<file path="config.mk">
export PLATFORM = sky130hd
export DESIGN_NAME = dac_sample_pacer
export DESIGN_NICKNAME = d
export VERILOG_FILES = /design/src/rtl/dac_pkg.sv /design/src/rtl/sample_fifo.sv /design/src/rtl/dac_sample_pacer.sv
export SDC_FILE = /design/constraint.sdc
export NUM_CORES = 1
export LEC_CHECK = 0
export CAP_MARGIN = 0
export CORE_MARGIN = 2
export CORE_UTILIZATION = 65
export CTS_CLUSTER_DIAMETER = 60
export DETAILED_ROUTE_END_ITERATION = 8
export PLACE_DENSITY = 0.85
export SETUP_SLACK_MARGIN = 0.4
export SKIP_CTS_REPAIR_TIMING = 1
export SLEW_MARGIN = 20
export SYNTH_ARGS = -nofsm -noshare
export SYNTH_HDL_FRONTEND = slang
export SYNTH_SLANG_ARGS = --single-unit
</file>
<file path="constraint.sdc">
create_clock -name clk -period 8.4 [get_ports clk]
set_input_delay 1.68 -clock clk [delete_from_list [all_inputs] [get_ports clk]]
set_output_delay 1.68 -clock clk [all_outputs]
set_load 0.005 [all_outputs]
</file>
<file path="src/rtl/dac_pkg.sv">
// Shared constants and FSM state type for the DAC sample pacer.
// Imported by the pacer top level and its FIFO.
package dac_pkg;

  localparam int DATA_W     = 16;
  localparam int MIN_PERIOD = 576;

  typedef enum logic {
    IDLE  = 1'b0,
    PULSE = 1'b1
  } state_e;

  function automatic logic [15:0] clamp_period(
    input logic [15:0] p,
    input logic [15:0] mn
  );
    return (p < mn) ? mn : p;
  endfunction

endpackage

</file>
<file path="src/rtl/sample_fifo.sv">
// First-word-fall-through sample FIFO with occupancy counter.
// Simultaneous push and pop are both honoured, even when full.
module sample_fifo #(
  parameter int DATA_W = 16,
  parameter int DEPTH  = 16,
  localparam int AW    = $clog2(DEPTH)
) (
  input  logic              clk,
  input  logic              reset_n,
  input  logic              push,
  input  logic              pop,
  input  logic [DATA_W-1:0] wdata,
  output logic [DATA_W-1:0] head,
  output logic              full,
  output logic              empty,
  output logic [AW:0]       level
);

  logic [DATA_W-1:0] mem_q [DEPTH];
  logic [AW-1:0]     wptr_q;
  logic [AW-1:0]     rptr_q;
  logic [AW:0]       cnt_q;
  logic              do_push;
  logic              do_pop;

  assign full    = (cnt_q == (AW+1)'(DEPTH));
  assign empty   = (cnt_q == '0);
  assign level   = cnt_q;
  assign head    = mem_q[rptr_q];
  assign do_pop  = pop & ~empty;
  assign do_push = push & (~full | do_pop);

  always_ff @(posedge clk) begin
    if (do_push) mem_q[wptr_q] <= wdata;
  end

  always_ff @(posedge clk or negedge reset_n) begin
    if (!reset_n) begin
      wptr_q <= '0;
      rptr_q <= '0;
      cnt_q  <= '0;
    end else begin
      if (do_push) wptr_q <= wptr_q + 1'b1;
      if (do_pop)  rptr_q <= rptr_q + 1'b1;
      unique case ({do_push, do_pop})
        2'b10:   cnt_q <= cnt_q + 1'b1;
        2'b01:   cnt_q <= cnt_q - 1'b1;
        default: cnt_q <= cnt_q;
      endcase
    end
  end

endmodule

</file>
<file path="src/rtl/dac_sample_pacer.sv">
// Paces buffered samples out to the AD5541 SPI DAC driver as
// tx_data/dv strobes, one per programmable update period.
module dac_sample_pacer #(
  parameter int DATA_W     = dac_pkg::DATA_W,
  parameter int DEPTH      = 16,
  parameter int DV_WIDTH   = 2,
  parameter int MIN_PERIOD = dac_pkg::MIN_PERIOD,
  localparam int LW        = $clog2(DEPTH) + 1
) (
  input  logic              clk,
  input  logic              reset_n,
  input  logic              enable,
  input  logic [15:0]       period,
  input  logic              wr_en,
  input  logic [DATA_W-1:0] wr_data,
  output logic              full,
  output logic              empty,
  output logic [LW-1:0]     level,
  output logic              overflow,
  output logic              underrun,
  output logic              dv,
  output logic [DATA_W-1:0] tx_data
);

  import dac_pkg::*;

  localparam logic [15:0] MINP = 16'(MIN_PERIOD);
  localparam int WCW = (DV_WIDTH > 1) ? $clog2(DV_WIDTH) : 1;
  localparam logic [WCW-1:0] WLAST = WCW'(DV_WIDTH - 1);

  logic              enable_q;
  logic [15:0]       cnt_q;
  logic [15:0]       cnt_d;
  logic [15:0]       per_q;
  logic [15:0]       eff_p;
  logic              rise;
  logic              tick;
  logic              pop;
  logic [DATA_W-1:0] head;
  state_e            state_q;
  logic [WCW-1:0]    wcnt_q;
  logic              dv_q;
  logic [DATA_W-1:0] tx_q;
  logic              ovf_q;
  logic              udr_q;

  assign eff_p = clamp_period(period, MINP);
  assign rise  = enable & ~enable_q;
  assign tick  = enable & enable_q & (cnt_q == per_q - 16'd1);
  assign pop   = tick & (state_q == IDLE) & ~empty;

  sample_fifo #(
    .DATA_W (DATA_W),
    .DEPTH  (DEPTH)
  ) u_fifo (
    .clk     (clk),
    .reset_n (reset_n),
    .push    (wr_en),
    .pop     (pop),
    .wdata   (wr_data),
    .head    (head),
    .full    (full),
    .empty   (empty),
    .level   (level)
  );

  always_comb begin
    cnt_d = cnt_q + 16'd1;
    unique case (1'b1)
      !enable:     cnt_d = '0;
      rise | tick: cnt_d = '0;
      default:     cnt_d = cnt_q + 16'd1;
    endcase
  end

  // Period is re-sampled only at enable rise and on ticks
  always_ff @(posedge clk or negedge reset_n) begin
    if (!reset_n) begin
      enable_q <= 1'b0;
      cnt_q    <= '0;
      per_q    <= MINP;
    end else begin
      enable_q <= enable;
      cnt_q    <= cnt_d;
      if (rise | tick) per_q <= eff_p;
    end
  end

  always_ff @(posedge clk or negedge reset_n) begin
    if (!reset_n) begin
      state_q <= IDLE;
      wcnt_q  <= '0;
      dv_q    <= 1'b0;
      tx_q    <= '0;
      ovf_q   <= 1'b0;
      udr_q   <= 1'b0;
    end else begin
      ovf_q <= wr_en & full & ~pop;
      udr_q <= tick & (state_q == IDLE) & empty;
      case (state_q)
        IDLE: begin
          if (pop) begin
            tx_q    <= head;
            dv_q    <= 1'b1;
            wcnt_q  <= '0;
            state_q <= PULSE;
          end
        end
        PULSE: begin
          if (wcnt_q == WLAST) begin
            dv_q    <= 1'b0;
            state_q <= IDLE;
          end else begin
            wcnt_q <= wcnt_q + 1'b1;
          end
        end
        default: state_q <= IDLE;
      endcase
    end
  end

  assign dv       = dv_q;
  assign tx_data  = tx_q;
  assign overflow = ovf_q;
  assign underrun = udr_q;

endmodule

</file>
==> results of run 1 <==
[cell families (layout without fill, tap and decap cells)]
group / after synthesis / after routing / share of synthesized area
flops: 323 / 323 / 0.7006
compound gates: 44 / 44 / 0.02265
buf+inv: 45 / 151 / 0.01497
xor+xnor: 44 / 44 / 0.02883
simple gates: 163 / 163 / 0.06149
mux: 109 / 109 / 0.1630
fa+ha+maj: 9 / 9 / 0.008423
[registers in the layout (all words and copies together), names as in the netlist]
register,flops
per_q,16
enable_q,1
tx_data,16
dv,1
state_q,1
u_fifo.level,5
overflow,1
underrun,1
u_fifo.mem_q,256
u_fifo.wptr_q,4
wcnt_q,1
cnt_q,16
u_fifo.rptr_q,4
[power groups by stage]
stage | clock network (mW) | logic, mW | registers, mW
final | 1.31 | 0.425 | 2.00
after detailed placement | 0 | 0.410 | 2.02
after floorplan | 0 | 0.255 | 1.97
after global routing | 1.38 | 0.455 | 2.01
after global placement | 0 | 0.387 | 2.00
after CTS | 1.33 | 0.421 | 2.00
[path summary, 6_finish.rpt]
kind | start | end | slack [ns]
worst min register to register | wcnt_q | state_q | 0.49
max in group asynchronous | reset_n | u_fifo.rptr_q[0] | 6.48
worst min-delay path | wcnt_q | state_q | 0.49
worst max-delay path | per_q[0] | u_fifo.level[4] | 3.57
min in group asynchronous | reset_n | tx_data[15] | 1.25
worst max register to register | per_q[0] | u_fifo.level[4] | 3.57
[metrics by stage]
step / area, um^2 / hold WS [ns]
2_1_floorplan: 13370 / 0.4482
3_3_place_gp: 14340 / 0.4618
3_5_place_dp: 14340 / 0.4875
4_1_cts: 15290 / 0.4963
5_1_grt: 15290 / 0.5150
6_report: 15290 / 0.4929
[metal layers]
layer	vias up	track usage
met1	3731	0.3635
met2	317	0.4921
met5	-	0
li1	3053	-
met4	0	0.07788
met3	65	0.05833
[critical path, cell delays in order, from the launching register on]
cell and delay (ns):
dfrtp_1 0.42, inv_1 0.08, ha_1 0.23, nor4b_4 0.35
nand3_2 0.15, mux2_1 0.33, o221a_2 0.28, or4_4 0.54
or3_2 0.87, nor2_4 0.28, xor2_1 0.10, ha_1 0.25
or3_1 0.33, a21oi_1 0.20, o221ai_1 0.13, o311a_1 0.14
[Yosys cell counts, drive strengths merged (2+ instances only)]
cell,count
a211o,2
mux2i,4
a21o,2
nand3,25
nor4b,3
o21ai,19
or4,3
nand2b,3
a21oi,6
nor2,50
xor2,24
nand3b,3
clkbuf,17
ha,9
or3,4
a31o,2
dfrtp,65
nor3,13
buf,16
nand2,41
mux4,80
nor4,5
inv,12
a2bb2oi,2
o31ai,2
mux2,25
xnor2,20
edfxtp,256
o211ai,2
and2,2
and3,5
nand4,2
dfstp,2
[area by class of cell]
| cell class | count | area share |
|---|---|---|
| clock inverters | 11 | 0.006218 |
| clock buffers | 47 | 0.05596 |
| inverters | 12 | 0.002945 |
| well taps | 270 | 0.02209 |
| multi-input cells | 369 | 0.2504 |
| flip-flops and latches | 323 | 0.6128 |
| repair buffers | 81 | 0.04958 |
==> results.toml, run 1 <==
[synth]
syn-num-nets = 782
synth-edff-count = 256
synth_cells = 737
yosysSeqAreaShare = 0.7006
yosysUniqueCellTypes = 59
synth_top_area_frac = 0.5750
synth.cell_area_mm2 = 0.01337
synthArstFlopShare = 0.2074
synth_warnings = 0
yosys_register_bits = 323
synthFlopType = "edfxtp_1"
synth_area_leaders = "edfxtp_1, mux4_2, dfrtp_1, mux2_4, xor2_1"
avgSynthCellArea_um2 = 18.14
synth.largest_area_cell = "edfxtp_1"

[cts]
clock_path_buffers = 3
cts_tree = "yes"
cts_sinks = 323
htree_levels = 1
clock_latency_ns = 0.58
ctsRootBufferMaster = "clkbuf_16"
cts_made_buffers = 31
cts.clk_slew.worst_paths_ns = 0.06

[final_layout]
layout-drive-gt1-share = 0.2254
fin_util = 0.7558
final_cell_mix = "edfxtp_1, mux4_2, dfrtp_1, clkdlybuf4s50_1, nor2_1"
fin_nets = 863
multi_input_area_mm2 = 0.003830
num_antenna_cells = 0
nFillCells = 1100
final_cells = 1113
area_growth_pct = 14.39
final_common_cell = "edfxtp_1"
layout.area.seq_mm2 = 0.009371

[pwr]
swShare = 0.2499
power_leakage_nw = 5.238
p_switching_mw = 0.9328
combinationalPowerShare = 0.114
p_clk_frac = 0.350
peakVddDrop_mv = 0.2035
p_total_mw = 3.732
power_density_mw_per_mm2 = 244.0
intPower_mw = 2.799
sequentialPowerShare = 0.536

[setup_path]
cp.arrival_ns = 5.27
cp-start-kind = "flip-flop"
critPathRequiredTime_ns = 8.84
crit_path_end_kind = "flip-flop"
crit_fanout = 26
critPathKind = "reg2reg"
r2r_cells = 15

[sta]
timing.final.crit_share = 0.5749
final.setup.worst_slack_ns = 3.571
period_minus_slack_ns = 4.829
slew_viol_final = 0
rsz0062_at_grt = "no"
fmax_mhz = 207.1
tns_ns = 0
slew_headroom = 0.2541
setup_violations = 0
worstMarginPinSlew_ns = 1.119
fin_worst_skew_ns = 0.02630
hold_viol = 0

[global_routing]
grt_max_degree = 68
antenna_found_initial = 0
grt_overflow = 0
grt_pass1_wl_um = 44880
grt_util_all_layers = 0.2807
grt_pass1_vias = 7481

[route]
routed_wl_um = 29690
antenna_left = 0
drt-met1-wl_um = 11240
wl_met2_um = 15440
drtIter0Drc = 687
top_layer_used = "met4"
wl_per_cell_um = 26.68
viasPerCell = 6.438
drc_errors = 0
dr_wl_met3_um = 2097
drt_first_pass_iters = 5
num_vias = 7166

[run]
cap_viol_max_count = 0

[floorplan]
placementRows = 52
io_pins = 62
start_util = 0.6607
die_area_mm2 = 0.02173
die_x_um = 147.4
core_area_mm2 = 0.02023
die_y_um = 147.4

[placement]
place_ws_ns = 3.068
place_inst = 1055
dpl.hpwl_um = 17260
port_buffers = 61
place.gp.congestion = 0.8752

[hold_path]
min_path_type = "reg2reg"
hold_path_depth = 1

[outcome]
outcome = "finished clean"
Power figures use the tool's default switching activity.
==> inputs of run 2 (changes only) <==
--- a/config.mk
+++ b/config.mk
@@ -7,10 +7,10 @@
 export LEC_CHECK = 0
 export CAP_MARGIN = 0
 export CORE_MARGIN = 2
-export CORE_UTILIZATION = 65
+export CORE_UTILIZATION = 54
 export CTS_CLUSTER_DIAMETER = 60
 export DETAILED_ROUTE_END_ITERATION = 8
-export PLACE_DENSITY = 0.85
+export PLACE_DENSITY = 0.75
 export SETUP_SLACK_MARGIN = 0.4
 export SKIP_CTS_REPAIR_TIMING = 1
 export SLEW_MARGIN = 20
==> constraint.sdc (replaced) <==
create_clock -name clk -period 4.1 [get_ports clk]
set_input_delay 0.82 -clock clk [delete_from_list [all_inputs] [get_ports clk]]
set_output_delay 0.82 -clock clk [all_outputs]
set_load 0.005 [all_outputs]
==> results.toml, run 2 (synthesized netlist as in run 1, its figures left out) <==
[sta]
fin_worst_skew_ns = 0.02941
hold_viol = 0
worstMarginPinSlew_ns = 1.165
slew_headroom = 0.2230
rsz0062_at_grt = "yes"
setup_violations = 0
whs_ns = 0.4417
period_minus_slack_ns = 3.865
fmax_mhz = 258.7
tns_ns = 0
timing.final.crit_share = 0.9427
slew_viol_final = 0

[final_layout]
fin_nets = 878
fin_util = 0.6466
num_antenna_cells = 0
final_common_cell = "edfxtp_1"
final_cell_mix = "edfxtp_1, mux4_2, dfrtp_1, clkdlybuf4s50_1, nor2_1"
area_growth_pct = 17.61
layout-drive-gt1-share = 0.2561
fin_area_mm2 = 0.01572
nFillCells = 1656
largest_register = "u_fifo.mem_q"
largest_register_ffs = 256

[global_routing]
antenna_found_initial = 0
grt_util_all_layers = 0.2282
grt_max_degree = 68
grt_overflow = 0
grt_pass1_wl_um = 44210
grt_pass1_vias = 7375

[route]
wl_met2_um = 14930
drt_first_pass_iters = 5
wl_per_cell_um = 24.35
num_vias = 7121
drc_errors = 0
antenna_left = 0
drtIter0Drc = 610
routed_wl_um = 28800
drt-met1-wl_um = 11450
viasPerCell = 6.019
top_layer_used = "met4"
dr_wl_met3_um = 1714

[floorplan]
die_y_um = 161.3
die_area_mm2 = 0.02603
io_pins = 62
start_util = 0.5497
die_x_um = 161.3
core_area_mm2 = 0.02432
placementRows = 57

[setup_path]
critPathKind = "reg2reg"
cp.arrival_ns = 4.25
worst_r2r_endpoint = "u_fifo.level[4]"
crit_path_end_kind = "flip-flop"
timing.rr.start = "per_q[0]"
critPathLaunch = "per_q[0]"
r2r_slack_ns = 0.23
cp-start-kind = "flip-flop"
critPathRequiredTime_ns = 4.48
r2r_cells = 15
crit_fanout = 5

[pwr]
p_total_mw = 8.117
p_switching_mw = 1.963
intPower_mw = 6.154
combinationalPowerShare = 0.110
power_density_mw_per_mm2 = 516.2
peakVddDrop_mv = 0.5553
swShare = 0.2418
sequentialPowerShare = 0.500
p_clk_frac = 0.390
power_leakage_nw = 5.413

[cts]
htree_levels = 2
clock_latency_ns = 0.52
cts_tree = "yes"
clock_path_buffers = 3
cts_sinks = 323
cts_made_buffers = 35
cts.clk_slew.worst_paths_ns = 0.06
ctsRootBufferMaster = "clkbuf_16"

[placement]
place.gp.congestion = 0.8302
dpl.hpwl_um = 16030
postPlaceCellArea_mm2 = 0.01448
port_buffers = 61

[run]
cap_viol_max_count = 0

[hold_path]
min_path_type = "in2async"

[outcome]
outcome = "finished clean"
-- run 2: cell count changes in the layout (fill, tap and decap cells not counted), sizes merged --
cell and delta:
buf +11, bufinv +4, clkbuf -6, clkinv +6, clkinvlp -1, inv +2
-- run 2: worst max-delay path: stages, from the launching register on --
cell	delay [ns]
dfrtp_2	0.43
inv_2	0.07
ha_4	0.13
nor4b_4	0.30
nand3_2	0.16
mux2_4	0.33
o221a_4	0.22
or4_4	0.45
or3_4	0.37
nor2_4	0.13
xor2_1	0.10
ha_2	0.20
or3_1	0.37
a21oi_2	0.18
o221ai_1	0.16
o311a_1	0.14
-- run 2: area by class of cell --
cell class              count  area [um^2]  area share
multi-input cells         369         3866      0.2459
clock inverters            22        262.8     0.01671
flip-flops and latches    323         9373      0.5961
repair buffers             92        873.3     0.05554
well taps                 324        405.4     0.02578
clock buffers              41        898.4     0.05713
inverters                  12        45.04    0.002865
-- run 2: metrics by stage --
stage / worst slack (ns) / std cells
2_1_floorplan: 0.3454 / 737
3_3_place_gp: 0.1283 / 1113
3_5_place_dp: 0.0007208 / 1113
4_1_cts: -0.01783 / 1176
5_1_grt: 0.08562 / 1183
6_report: 0.2349 / 1183
-- run 2: worst max path at each step --
stage          depth (start not counted)              end
3_5_place_dp                          15  u_fifo.level[4]
4_1_cts                               15  u_fifo.level[4]
3_3_place_gp                          15  u_fifo.level[4]
6_report                              15  u_fifo.level[4]
2_1_floorplan                         16  u_fifo.level[4]
5_1_grt                               15  u_fifo.level[4]
-- run 2: power groups by stage --
stage                     Clock (mW)  Combinational [mW]  Sequential (mW)
final                           3.16               0.894             4.06
after detailed placement           0               0.869             4.12
after CTS                       3.22               0.876             4.06
after floorplan                    0               0.542             4.03
after global routing            3.34               0.965             4.09
after global placement             0               0.836             4.09
-- run 2: layer usage --
| layer | track usage | vias to the layer above |
|---|---|---|
| li1 | - | 3091 |
| met1 | 0.3073 | 3716 |
| met2 | 0.3881 | 256 |
| met3 | 0.03544 | 58 |
| met4 | 0.07305 | 0 |
| met5 | 0 | - |
==> inputs of run 3 (changes only) <==
--- a/config.mk
+++ b/config.mk
@@ -7,10 +7,9 @@
 export LEC_CHECK = 0
 export CAP_MARGIN = 0
 export CORE_MARGIN = 2
-export CORE_UTILIZATION = 54
+export CORE_UTILIZATION = 43
 export CTS_CLUSTER_DIAMETER = 60
 export DETAILED_ROUTE_END_ITERATION = 8
-export PLACE_DENSITY = 0.75
 export SETUP_SLACK_MARGIN = 0.4
 export SKIP_CTS_REPAIR_TIMING = 1
 export SLEW_MARGIN = 20
==> results.toml, run 3 (synthesized netlist as in run 1, its figures left out) <==
[outcome]
outcome = "finished clean"

[route]
routed_wl_um = 29260
antenna_left = 0
drt_first_pass_iters = 6
drtIter0Drc = 699
wl_per_cell_um = 23.13
num_vias = 7067
viasPerCell = 5.587
drc_errors = 0

[floorplan]
die_area_mm2 = 0.03252
die_y_um = 180.3
core_area_mm2 = 0.03059
placementRows = 64
die_x_um = 180.3
io_pins = 62
start_util = 0.4371

[cts]
cts_sinks = 323
cts_made_buffers = 37
clock_path_buffers = 3
cts.clk_slew.worst_paths_ns = 0.06
htree_levels = 2
clock_latency_ns = 0.52
cts_tree = "yes"
ctsRootBufferMaster = "clkbuf_16"

[setup_path]
critPathKind = "reg2reg"
r2r_slack_ns = 0.26
critPathRequiredTime_ns = 4.49
cp.arrival_ns = 4.23
crit_fanout = 5
cp-start-kind = "flip-flop"
crit_path_end_kind = "flip-flop"

[sta]
fmax_mhz = 260.5
tns_ns = 0
rsz0062_at_grt = "yes"
timing.final.crit_share = 0.9363
fin_worst_skew_ns = 0.01434
final.setup.worst_slack_ns = 0.2611
worstMarginPinSlew_ns = 0.9779
whs_ns = 0.4478
setup_violations = 0
period_minus_slack_ns = 3.839
slew_headroom = 0.3480
slew_viol_final = 0
hold_viol = 0

[pwr]
power_leakage_nw = 5.443
p_total_mw = 8.121
peakVddDrop_mv = 0.3835
power_density_mw_per_mm2 = 511.0

[placement]
postPlaceCellArea_mm2 = 0.01463
place.gp.congestion = 0.8406
place_inst = 1191
port_buffers = 61
dpl.hpwl_um = 17070
place_ws_ns = 0.001223

[final_layout]
final_cell_mix = "edfxtp_1, mux4_2, dfrtp_1, clkdlybuf4s50_1, nor2_1"
largest_register_ffs = 256
largest_register = "u_fifo.mem_q"
fin_area_mm2 = 0.01589
fin_nets = 885
final_common_cell = "edfxtp_1"
num_antenna_cells = 0
fin_util = 0.5196
final_cells = 1265
nFillCells = 2444
area_growth_pct = 18.88
layout-drive-gt1-share = 0.2658

[global_routing]
grt_overflow = 0
grt_pass1_vias = 7534
grt_pass1_wl_um = 45190
antenna_found_initial = 0
grt_util_all_layers = 0.1833
grt_max_degree = 68

[hold_path]
min_path_type = "in2async"

[run]
cap_viol_max_count = 0
==> run 3: final timing paths <==
path / start / end / cells past startpoint
worst max-delay path: per_q[1] / u_fifo.level[4] / 15
worst min-delay path: reset_n / tx_data[1] / 1
worst max register to register: per_q[1] / u_fifo.level[4] / 15
worst min register to register: dv / dv / 2
max in group asynchronous: reset_n / u_fifo.rptr_q[0] / 1
min in group clk: dv / dv / 2
==> run 3: report_power, final <==
group	total (mW)	internal [mW]	switching, mW
combinational	0.915	0.391	0.524
clock	3.15	1.84	1.31
sequential	4.06	3.87	0.188
==> run 3: worst max-delay path: stages (launching register included) <==
cell and delay (ns):
dfrtp_1 0.41, inv_2 0.08, ha_4 0.15, nor4b_4 0.26
nand3_2 0.15, mux2_4 0.32, o221a_4 0.22, or4_4 0.46
or3_4 0.37, nor2_4 0.14, xor2_1 0.10, ha_2 0.20
or3_1 0.37, a21oi_2 0.20, o221ai_2 0.13, o311a_1 0.14
==> run 3: cell type report <==
cell class / count / area (um^2) / area share
clock inverter: 25 / 202.7 / 0.01275
multi-input combinational: 369 / 3889 / 0.2447
tap: 396 / 495.5 / 0.03118
clock buffer: 43 / 969.7 / 0.06101
sequential: 323 / 9375 / 0.5899
inverter: 12 / 45.04 / 0.002834
timing repair buffer: 97 / 915.9 / 0.05763
==> run 3: metal layers <==
layer,global-route usage,vias to the layer above,routed length (um)
met5,0,-,0
met4,0.05903,0,785
met2,0.3032,202,14560
li1,-,3117,-
met3,0.03335,59,1423
met1,0.2480,3689,12490
